===== config.mk =====
export PLATFORM = sky130hd
export DESIGN_NAME = serial_adder
export DESIGN_NICKNAME = d
export VERILOG_FILES = /design/src/rtl/serial_adder_pkg.sv /design/src/rtl/adder_slice.sv /design/src/rtl/serial_adder.sv
export SDC_FILE = /design/constraint.sdc
export NUM_CORES = 1
export LEC_CHECK = 0
export ABC_AREA = 1
export CORE_MARGIN = 8
export CORE_UTILIZATION = 40
export DETAILED_ROUTE_END_ITERATION = 8
export GPL_ROUTABILITY_DRIVEN = 0
export PLACE_DENSITY = 0.7
export SLEW_MARGIN = 20
export SYNTH_ARGS = -nofsm -noshare
export SYNTH_HDL_FRONTEND = slang
export SYNTH_HIERARCHICAL = 1
export SYNTH_SLANG_ARGS = --single-unit

===== constraint.sdc =====
create_clock -name clk -period 1.08 [get_ports clk]
set_input_delay 0.108 -clock clk [delete_from_list [all_inputs] [get_ports clk]]
set_output_delay 0.108 -clock clk [all_outputs]
set_load 0.01 [all_outputs]

===== src/rtl/serial_adder_pkg.sv =====
// Shared types and elaboration helpers for the multi-cycle serial adder.
package serial_adder_pkg;

    typedef enum logic [1:0] {
        IDLE = 2'd0,
        RUN  = 2'd1,
        DONE = 2'd2
    } stateType;

    function automatic int stepsOf(input int width, input int bitsPerCycle);
        return width / bitsPerCycle;
    endfunction

    function automatic bit paramsLegal(input int width, input int bitsPerCycle, input int signedMode);
        return (width >= 2) && (bitsPerCycle >= 1) && (bitsPerCycle <= width) &&
               ((width % bitsPerCycle) == 0) && (signedMode == 0 || signedMode == 1);
    endfunction

endpackage


===== src/rtl/adder_slice.sv =====
// Combinational ripple chain of N full-add cells; also reports the carry into its top bit.
module adder_slice #(
    parameter int N = 1
) (
    input  logic [N-1:0] a,
    input  logic [N-1:0] b,
    input  logic         cin,
    output logic [N-1:0] s,
    output logic         cout,
    output logic         c_msb_in
);

    logic [N:0] carry;

    assign carry[0] = cin;

    for (genvar i = 0; i < N; i++) begin : gCell
        assign s[i]       = a[i] ^ b[i] ^ carry[i];
        assign carry[i+1] = (a[i] & b[i]) | (carry[i] & (a[i] ^ b[i]));
    end

    assign cout     = carry[N];
    assign c_msb_in = carry[N-1];

endmodule


===== src/rtl/serial_adder.sv =====
// Multi-cycle adder: one reused BITS_PER_CYCLE-wide slice walks the operands LSB first.
// Handshake: start is sampled only in IDLE/DONE; done is a one-cycle pulse with sum/carry_out/overflow valid.
module serial_adder
    import serial_adder_pkg::*;
#(
    parameter int WIDTH          = 8,
    parameter int BITS_PER_CYCLE = 1,
    parameter int SIGNED         = 0
) (
    input  logic             clk,
    input  logic             rst_n,
    input  logic             start,
    input  logic [WIDTH-1:0] a,
    input  logic [WIDTH-1:0] b,
    input  logic             carry_in,
    output logic             busy,
    output logic             done,
    output logic [WIDTH-1:0] sum,
    output logic             carry_out,
    output logic             overflow
);

    localparam int BPC   = BITS_PER_CYCLE;
    localparam int STEPS = stepsOf(WIDTH, BITS_PER_CYCLE);
    localparam int CNT_W = $clog2(STEPS + 1);

    if (!paramsLegal(WIDTH, BITS_PER_CYCLE, SIGNED)) begin : gBadParams
        $error("serial_adder: illegal WIDTH/BITS_PER_CYCLE/SIGNED combination");
    end

    stateType         state;
    logic [WIDTH-1:0] workA;
    logic [WIDTH-1:0] workB;
    logic [WIDTH-1:0] workSum;
    logic [WIDTH-1:0] nextSum;
    logic             runCarry;
    logic [CNT_W-1:0] stepCnt;
    logic [BPC-1:0]   sliceS;
    logic             sliceCout;
    logic             sliceCMsb;
    logic             lastStep;
    logic             overflowNext;

    adder_slice #(
        .N(BPC)
    ) uSlice (
        .a       (workA[BPC-1:0]),
        .b       (workB[BPC-1:0]),
        .cin     (runCarry),
        .s       (sliceS),
        .cout    (sliceCout),
        .c_msb_in(sliceCMsb)
    );

    // Slice result enters at the MSB end so the final step leaves the sum aligned.
    always_comb begin
        nextSum      = (workSum >> BPC) | (WIDTH'(sliceS) << (WIDTH - BPC));
        lastStep     = (stepCnt == CNT_W'(STEPS - 1));
        overflowNext = (SIGNED != 0) ? (sliceCout ^ sliceCMsb) : sliceCout;
    end

    always_ff @(posedge clk or negedge rst_n) begin
        if (!rst_n) begin
            state     <= IDLE;
            workA     <= '0;
            workB     <= '0;
            workSum   <= '0;
            runCarry  <= 1'b0;
            stepCnt   <= '0;
            busy      <= 1'b0;
            done      <= 1'b0;
            sum       <= '0;
            carry_out <= 1'b0;
            overflow  <= 1'b0;
        end else begin
            case (state)
                IDLE, DONE: begin
                    done <= 1'b0;
                    if (start) begin
                        workA    <= a;
                        workB    <= b;
                        runCarry <= carry_in;
                        workSum  <= '0;
                        stepCnt  <= '0;
                        busy     <= 1'b1;
                        state    <= RUN;
                    end else begin
                        busy  <= 1'b0;
                        state <= IDLE;
                    end
                end
                RUN: begin
                    workA    <= workA >> BPC;
                    workB    <= workB >> BPC;
                    workSum  <= nextSum;
                    runCarry <= sliceCout;
                    stepCnt  <= stepCnt + CNT_W'(1);
                    // The final slice carries the MSB, so its carries define carry_out/overflow.
                    if (lastStep) begin
                        sum       <= nextSum;
                        carry_out <= sliceCout;
                        overflow  <= overflowNext;
                        busy      <= 1'b0;
                        done      <= 1'b1;
                        state     <= DONE;
                    end
                end
                default: begin
                    busy  <= 1'b0;
                    done  <= 1'b0;
                    state <= IDLE;
                end
            endcase
        end
    end

endmodule


Word level (Yosys, flattened, before mapping)

Index checks and enable logic that the tools add are counted.
W data, S select, Z words.

Logic and storage cells: 45
Bits in latches: 0
Input bits: 20
Register bits after elaboration: 42
Bits in writable memories: 0
Memories: 0
Memory bits (read-only): 0

Reduce and logical (&&, ||, !) cells: 5
Order comparisons: 0
Bitwise gates (word level): 6
Divide/modulo/power cells: 0
$mul: 0
Equal/unequal tests: 5
Shift operators: 0
Add/subtract/negate cells: 1
Mux-type cells: 18

Operator list:

| operator              | count |
|---|---|
| $pmux W8 S2           | 3 |
| $mux W8               | 3 |
| $or A7 B8 Y8          | 1 |
| $pmux W4 S2           | 1 |
| $mux W1               | 6 |
| $add A4 B1 Y4 const B | 1 |
| $eq A4 B3 Y1 const B  | 1 |
| $mux W4               | 1 |
| $ne A2 B2 Y1 const B  | 2 |
| $pmux W1 S2           | 2 |
| $pmux W2 S2           | 1 |
| $reduce_and A2 Y1     | 2 |
| $and A1 B1 Y1         | 2 |
| $eq A2 B1 Y1 const B  | 1 |
| $eq A2 B2 Y1 const B  | 1 |
| $logic_not A2 Y1      | 1 |
| $mux W2               | 1 |
| $reduce_bool A2 Y1    | 1 |
| $reduce_or A2 Y1      | 1 |
| $xor A1 B1 Y1         | 2 |
| $or A1 B1 Y1          | 1 |

Depth between registers and ports, before layout

Gate-level depths: netlist (run 1).

Depth in word-level cells: 4
Mapped depth: 7

Cells and area by module

The synthesis (run 1) kept the hierarchy.

By module, submodules not included:

| module       | area each (um^2) | cells an instance | instances |
|---|---|---|---|
| serial_adder | 1781.7           | 220               | 1 |
| adder_slice  | 27.5             | 2                 | 1 |

Least setup slack after synthesis (run 1)

No wires, ideal clock.

Kind: flip-flop to flip-flop
Start: register stepCnt[0]
End: register state[0]
Setup time: 129 ps
Arrival: 1002 ps
Data required time: 951 ps
Stages on the path, launching flop included: 6
Slack: -51 ps
Path through: dfrtp_1 > ha_1 > nand2_1 > nor2_2 > buf_4 > o21ai_0

Cells in the longest elaborated chain, start to end: 2

Ends and longest elaborated chain:

| item                          | RTL line           | source |
|---|---|---|
| start, declared               | serial_adder.sv:37 | `logic [CNT_W-1:0] stepCnt;` |
| start signal, assigned        | serial_adder.sv:97 | `stepCnt <= stepCnt + CNT_W'(1);` |
| $eq A4 B3 Y1                  | serial_adder.sv:58 | `lastStep = (stepCnt == CNT_W'(STEPS - 1));` |
| $ne A2 B2 Y1 (no source line) | n/a                |  |
| end signal, assigned          | serial_adder.sv:64 | `state <= IDLE;` |
| end signal, assigned          | serial_adder.sv:86 | `state <= RUN;` |
| end signal, assigned          | serial_adder.sv:89 | `state <= IDLE;` |
| end, declared                 | serial_adder.sv:31 | `stateType state;` |

Every way passes these cells.
A chain may end at the register's enable or synchronous reset.

Worst setup path after layout (run 1)

Start: register stepCnt[1]
End: register sum[7]

Cells in the longest elaborated chain, start to end: 2

Ends and longest elaborated chain:

| item                               | RTL line            | source |
|---|---|---|
| $eq A4 B3 Y1                       | serial_adder.sv:58  |  |
| $reduce_and A2 Y1 (no source line) | n/a                 |  |
| end signal, assigned               | serial_adder.sv:100 | `sum <= nextSum;` |
| end, declared                      | serial_adder.sv:18  | `output logic [WIDTH-1:0] sum,` |

Every way passes these cells.

==> results by stage, run 1 <==
Run status:
- The flow ran to the end, but the final reports show violations.
- The checks that failed: setup timing.

Critical path:
- STA classifies the critical path startpoint as a flip-flop.
- The type of element capturing the critical path is a flip-flop.
- The worst setup path is of the flip-flop to flip-flop kind.
- The required time at the endpoint of the critical path is 1.27 ns.
- The startpoint of the worst-slack reg-to-reg timing path is stepCnt[1]$_DFFE_PN0P_.
- At the worst endpoint, the arrival time is 1.41 ns.
- The maximum fanout count along the critical path is 7.
- The start point of the critical path is stepCnt[1]$_DFFE_PN0P_.

Finish:
- The number of standard cells in the final layout excluding fillers is 327.
- The final net count is between 200 and 300.
- Relative to the synthesized area, the layout overhead comes to 45.21%.
- The layout cell share with drive strength beyond 1 is 0.2764.
- The number of antenna diodes in the final layout is 0.
- The finished cells cover 2616 sq um.
- The layout filler cell count is between 300 and 400.

Drt:
- Wires add up to 3.957 mm.
- The top layer used by detailed routing is met4.
- The routed design uses 1.923 mm of met2 wire.
- After detailed routing, the number of remaining DRC violations is 0.
- The detailed router put a total of 1.778 mm of wire on met1.
- The detailed router placed about 1500 vias in this run.
- The iteration count of the initial detailed-routing pass is 4.
- The length of routed met3 wiring is between 150 and 200 um.
- The post-detailed-route count of antenna-violating nets is 0.
- After detailed routing, the number of vias per cell comes to 4.728.
- The average wire length per cell after detail routing is 12.10 um.
- The first-iteration detailed-routing DRC count is 60.

STA:
- Setup repair after global routing could not meet its margin everywhere.
- The count of endpoints failing hold in the final timing report is 0.
- Counting I/O delays and the setup requirement, the final critical path takes 1.216 ns.
- The final count of negative-setup-slack endpoints is 27.
- In this run the tightest slew margin relative to its limit is 0.8449.
- The slew at the pin with the worst max-slew slack is 0.2327 ns.
- The post-layout worst setup margin is -0.1361 ns.
- The period utilization is 1.126.
- The minimum hold slack is 0.3108 ns.
- Across the routed clock network, the largest skew measured is 0.005538 ns.
- The max-slew violation count is 0.
- The maximum clock frequency is 0.8223 GHz.

Clock tree:
- TritonCTS created 5 clock buffers.
- The tree is rooted in a clkbuf_8.
- TritonCTS built the clock tree.
- In this run the deepest clock path goes through 2 buffers.
- The clock latency reported for the late side of the worst-skew pair is about 0.29 ns.
- After clock tree synthesis, the clock-pin slew on the worst setup and hold paths is 0.08 ns.
- In this run the number of H-tree levels came out at 2.
- Clock tree synthesis found a total of 40 sinks.

Yosys:
- The count of synthesis-stage warnings from yosys is 6.
- The mean cell area of the mapped netlist is 8.153 sq um.
- The synthesized netlist occupies a cell area of roughly 1800 sq um.
- Counting every net in the synthesized netlist gives 243.
- The post-synthesis instance total is ~220.

Floorplan:
- The floorplan has 24 rows.
- For this configuration, the core starts out at a cell density of 0.4138.
- From bottom edge to top edge, the die measures 83.12 um.
- The overall die area is around 6900 sq um.
- The total area inside the core boundary comes to 4354 sq um.
- The floorplan die width is around 83 um.
- In this run the count of I/O pins placed on the die edge is 32.

Placement:
- The number of cells in the design after placement is 312.
- The number of port buffers is 31.
- Summed over all nets, the half-perimeter wirelength after detailed placement is 2.535 mm.
- In this run the cell area measured after placement is 2280 sq um.

GRT:
- The overall routing resource usage is 0.1185.
- The via count of the first global-routing pass was 1558.
- Entering global routing, the biggest net connects 41 pins.
- The number of antenna violations at the first check in global routing is 0.
- The remaining global-route overflow is 0.
- The wire length of the first global-routing pass is 6.844 mm.

Power and ir drop:
- The cell area power density is about 2800 nW/um^2.
- The worst-case IR drop observed on VDD is 0.9220 mV.
- The fraction of power spent switching nets is 0.4037.
- The internal portion of total power is 0.004349 W.
- For this design the total switching power over the nets is 0.002945 W.
- Of the total power, registers draw 0.366.
- The static power due to leakage is 1.358 nW.
- Of the total power, combinational logic draws 0.504.
- The relative contribution of the clock network to total power is 0.130.

Worst hold path:
- The tightest min-delay check is of the input pin to asynchronous set/reset pin type.

Flow run:
- The reported max-cap violation count is 0.
## metrics by stage
stage | TNS [ns] | utilization | total power, W | setup WS [ns]
after detailed placement | -4.372 | 0.5236 | 0.005652 | -0.1801
after CTS | -1.317 | 0.5767 | 0.006925 | -0.1461
final | -1.569 | 0.6009 | 0.007294 | -0.1361
after global placement | -3.870 | 0.5236 | 0.005530 | -0.1765
after floorplan | -0.1099 | - | 0.004507 | -0.02381
after global routing | -3.222 | 0.6009 | 0.007871 | -0.1666
## routing by layer
layer	track usage	up-vias
met5	0	-
met1	0.1373	729
met2	0.1924	37
li1	-	773
met3	0.03223	7
met4	0.06709	0
## flip-flops by register name, summed over array words and instances, names as in the netlist, 4 cells and up
register,cells
workSum,7
stepCnt,4
workB,8
workA,8
sum,8
## worst paths after layout
kind                                           to  slack [ns]  cells after the start
max reg2reg                    sum[7]$_DFFE_PN0P_       -0.14                      7
min reg2reg                    sum[2]$_DFFE_PN0P_        0.47                      2
min                            sum[1]$_DFFE_PN0P_        0.31                      3
min in group clk             workB[7]$_DFFE_PN0P_        0.34                      3
max                            sum[7]$_DFFE_PN0P_       -0.14                      7
max in group asynchronous  stepCnt[0]$_DFFE_PN0P_        0.58                      3
## final cells by class
class,count,area [sq um],area share
sequential,40,1001,0.3826
multi-input combinational,146,808.3,0.3089
timing repair buffer,54,554.3,0.2119
inverter,28,110.1,0.04209
clock buffer,6,72.57,0.02774
tap,52,65.06,0.02487
clock inverter,1,5.005,0.001913
## power by group through the flow
stage | Sequential [W] | Clock, W | Combinational (W)
3_5_place_dp | 0.00261 | 0 | 0.00304
2_1_floorplan | 0.00264 | 0 | 0.00186
3_3_place_gp | 0.00260 | 0 | 0.00293
6_report | 0.00267 | 0.000947 | 0.00368
5_1_grt | 0.00276 | 0.00102 | 0.00409
4_1_cts | 0.00258 | 0.000978 | 0.00337
## worst max-delay path: stages, from the launching register on
cell	delay, ns
dfrtp_1	0.42
ha_4	0.19
nand2_4	0.07
nor2_4	0.04
buf_12	0.14
buf_4	0.13
nand3_1	0.07
nand2_1	0.06
## repair_timing
action                     CTS  global route
hold endpoints to repair    40             0
setup buffers                5             1
hold buffers                 1             0
gates cloned                 2             1
pin swaps                    9            11
resized for setup           40            41
setup endpoints to repair   44            46
## cell usage in the layout, fill, tap and decap left out, types with 3 or more instances in the layout
cell,count
buf_12,3
nand2_4,7
nand2_2,16
clkdlybuf4s15_1,11
buf_4,8
buf_6,11
clkdlybuf4s50_1,18
clkbuf_8,5
inv_1,24
nand2_1,93
o22ai_1,5
nand3_1,4
nand3_2,8
nor2_4,4
dfrtp_1,40
inv_2,3
No activity file was read; power rests on OpenSTA's default activity.
==> inputs of run 2 (changes only) <==
--- a/config.mk
+++ b/config.mk
@@ -9,7 +9,6 @@
 export CORE_MARGIN = 8
 export CORE_UTILIZATION = 40
 export DETAILED_ROUTE_END_ITERATION = 8
-export GPL_ROUTABILITY_DRIVEN = 0
 export PLACE_DENSITY = 0.7
 export SLEW_MARGIN = 20
 export SYNTH_ARGS = -nofsm -noshare
==> results of run 2 <==
No change in the layout: final DEF, timing and power equal those of run 1.
==> inputs of run 3 (changes only) <==
--- a/config.mk
+++ b/config.mk
@@ -10,6 +10,7 @@
 export CORE_UTILIZATION = 40
 export DETAILED_ROUTE_END_ITERATION = 8
 export PLACE_DENSITY = 0.7
+export SETUP_SLACK_MARGIN = 0.4
 export SLEW_MARGIN = 20
 export SYNTH_ARGS = -nofsm -noshare
 export SYNTH_HDL_FRONTEND = slang
==> results by stage, run 3 (synthesis results as in run 1) <==
Finish:
- The footprint of the multi-input gates was 842.1 sq um (+4.2%).
- The most common cell after layout, fill and taps aside is nand2_1.
- The top cell types in the final layout, fill and taps aside, are 90 x nand2_1, 39 x dfrtp_1, 23 x inv_1, 19 x nand2_2, 18 x clkdlybuf4s50_1.
- The total non-filler cell area in the finished layout was 2738 sq um (+4.6%).
- The layout filler cell count is 347 (-9.6%).
- Relative to the synthesized area, the layout overhead comes to 51.94%.
- The final net count was 306 (+3.0%).
- The final antenna diode count is 0 (unchanged).
- The final core area utilization is 0.6287 (+0.02787).
- The layout cell share with drive strength beyond 1 is 0.3719 (+0.09557).
- The largest registers in the layout are sum: 8 flops, workA: 8 flops, workB: 8 flops.
- The sequential standard cell area is 1002 sq um (+0.12%).

Power and ir drop:
- The total design power is 0.008216 W (+13%).
- The fraction of power spent switching nets is 0.4014 (-0.002310).
- The cell area power density is 3001 nW/um^2 (+7.6%).
- The internal portion of total power was 0.004918 W (+13%).
- The share of total power in sequential cells is 0.324 (-0.042).
- The relative contribution of combinational cells to total power is 0.545 (+0.041).
- The relative contribution of the clock network to total power is 0.132 (+0.002).
- The static power due to leakage is 1.430 nW (+5.3%).
- The maximum vdd drop is 1.188 mV (+29%).
- The net switching power came to 0.003298 W (+12%).

STA:
- The final count of negative-setup-slack endpoints is 36 (+33%).
- The final worst clock skew came to 0.003200 ns (-0.002338 ns).
- The worst slew margin relative to its limit was 0.8571 (+0.01229).
- The minimum hold slack was 0.3079 ns (-0.002842 ns).
- The minimum clock period after layout came to 1.207 ns (-0.009452 ns).
- The maximum clock frequency is 0.8287 GHz (+0.78%).
- The post-layout worst setup margin is -0.1267 ns (+0.009452 ns).
- Setup repair after global routing could not meet its margin everywhere.
- The slew at the pin with the worst max-slew slack came to 0.2143 ns (-0.01843 ns).
- The count of endpoints failing hold in the final timing report is 0 (unchanged).
- The max-slew violation count is 0 (unchanged).
- The period utilization is 1.117 (-0.008752).

Clock tree:
- The cell at the root of the clock tree is clkbuf_8.
- The number of levels the H-tree was split into came to 2 (unchanged).
- The clock-pin slew on the worst setup and hold paths was 0.07 ns (about the same).
- The count of clock tree sinks is 40 (unchanged).
- The number of buffers on the longest clock path is 2 (unchanged).
- The clock latency reported for the late side of the worst-skew pair came to 0.30 ns (about the same).
- The number of buffers created by CTS is 5 (unchanged).
- The CTS tree is yes.

Drt:
- The vias per cell is 4.665 (-1.3%).
- The remaining routing DRC violations came to 0 (unchanged).
- The post-detailed-route count of antenna-violating nets is 0 (unchanged).
- The via count is 1572 (+1.7%).
- The average wire length per cell after detail routing is 13.46 um (+11%).
- The first-iteration detailed-routing DRC count is 72 (+20%).
- The overall routed net length is 4.537 mm (+15%).
- The iteration count of the initial detailed-routing pass was 4 (unchanged).

GRT:
- The overall routing resource usage is 0.1193 (+0.0008537).
- The wire length of the first global-routing pass is 6.796 mm (-0.70%).
- The largest net degree at the start of global routing came to 41 (unchanged).
- The via count of the first global-routing pass is 1461 (-6.2%).
- The remaining global-route overflow is 0 (unchanged).
- The number of antenna violations at the first check in global routing was 0 (unchanged).

Critical path:
- The critical path in this run is classified as flip-flop to flip-flop.
- The terminus of the critical flop-to-flop path is sum[2]$_DFFE_PN0P_.
- The count of cells along the worst register-to-register path came to 6 (-1).
- The type of element capturing the critical path is a flip-flop.
- The arrival time at the worst endpoint is 1.39 ns (-0.02 ns).
- The startpoint of the worst-slack reg-to-reg timing path is stepCnt[1]$_DFFE_PN0P_.
- The setup slack on the worst flop-to-flop path is -0.13 ns (about the same).
- The required time at the endpoint of the critical path was 1.27 ns (about the same).
- The maximum fanout count along the critical path is 10 (+3).
- The category of the worst setup path launch point is a flip-flop.

Run status:
- The run finished, with violations left.
- The checks that failed: setup timing.

Placement:
- The number of port buffers is 31 (unchanged).
- The congestion estimate from routability-driven global placement came to 0.8002.
- The post-DP HPWL was 2.506 mm (-1.1%).
- The cell area after placement is 2283 sq um (+0.16%).

Floorplan:
- The y dimension of the die was 83.12 um (unchanged).
- The floorplan die width was 83.12 um (unchanged).
- The number of ports placed on the die boundary was 32 (unchanged).
- The area of the core region came to 4354 sq um (unchanged).
- The overall die area is 6908 sq um (unchanged).
- The initial standard-cell utilization of the core is 0.4138 (unchanged).
- The number of standard-cell rows in the floorplan is 24 (unchanged).

Worst hold path:
- The worst hold path belongs to the class input pin to asynchronous set/reset pin.

Flow run:
- The reported max-cap violation count came to 0 (unchanged).
[run 3: cell types whose count changed in the layout (fill, tap and decap cells not counted), moves of 5 or more]
cell / change
o22ai_1: -5
buf_4: +9
buf_2: +11
clkdlybuf4s15_1: -11
[run 3: worst max-delay path by stage]
| stage | start | endpoint | slack (ns) | cells after the start |
|---|---|---|---|---|
| 6_report | stepCnt[1]$_DFFE_PN0P_ | sum[2]$_DFFE_PN0P_ | -0.13 | 6 |
| 5_1_grt | stepCnt[1]$_DFFE_PN0P_ | sum[7]$_DFFE_PN0P_ | -0.19 | 6 |
| 4_1_cts | workA[0]$_DFFE_PN0P_ | sum[7]$_DFFE_PN0P_ | -0.1 | 3 |
| 3_5_place_dp | start | runCarry$_DFFE_PN0P_ | -0.17 | 6 |
| 3_3_place_gp | start | workA[0]$_DFFE_PN0P_ | -0.13 | 8 |
| 2_1_floorplan | runCarry$_DFFE_PN0P_ | runCarry$_DFFE_PN0P_ | -0.02 | 5 |
[run 3: repair_timing]
item,in CTS,in global routing
resized for setup,68,43
cloned,2,1
pin swaps,12,19
hold buffers,1,0
setup endpoints to repair,52,52
endpoints found under the hold margin,40,0
setup buffers,7,10
[run 3: power groups by stage]
stage / Combinational, W / Clock [W] / Sequential, W
2_1_floorplan: 0.00194 / 0 / 0.00267
3_3_place_gp: 0.00292 / 0 / 0.00261
3_5_place_dp: 0.00299 / 0 / 0.00264
4_1_cts: 0.00336 / 0.00111 / 0.00261
5_1_grt: 0.00489 / 0.00118 / 0.00273
6_report: 0.00448 / 0.00108 / 0.00266
[run 3: routing by layer]
layer | global-route usage | up-vias | wire length [um]
met5 | 0 | - | 0
met1 | 0.1427 | 736 | 1922
met4 | 0.06390 | 0 | 112
li1 | - | 790 | -
met2 | 0.1881 | 38 | 2323
met3 | 0.03516 | 8 | 178
[run 3: cell type report]
| type | count | share of cell area |
|---|---|---|
| sequential | 40 | 0.3661 |
| clock buffer | 8 | 0.03656 |
| inverter | 28 | 0.04296 |
| multi-input combinational | 145 | 0.3076 |
| timing repair buffer | 63 | 0.2198 |
| tap | 52 | 0.02377 |
| timing repair inverter | 1 | 0.003199 |
[run 3: worst max-delay path, cell delays in order (launching register included)]
cell	delay [ns]
dfrtp_1	0.37
ha_2	0.19
nand2_2	0.07
nor2_4	0.19
nand2_4	0.14
nand2_1	0.09
nand2_1	0.05
[run 3: metrics by stage]
stage	std cells	setup TNS [ns]	setup slack, ns
floorplan	221	-0.1198	-0.02381
finish	337	-2.179	-0.1267
global placement	308	-3.011	-0.1302
CTS	326	-2.188	-0.09727
detailed placement	308	-3.664	-0.1687
global route	337	-4.306	-0.1871
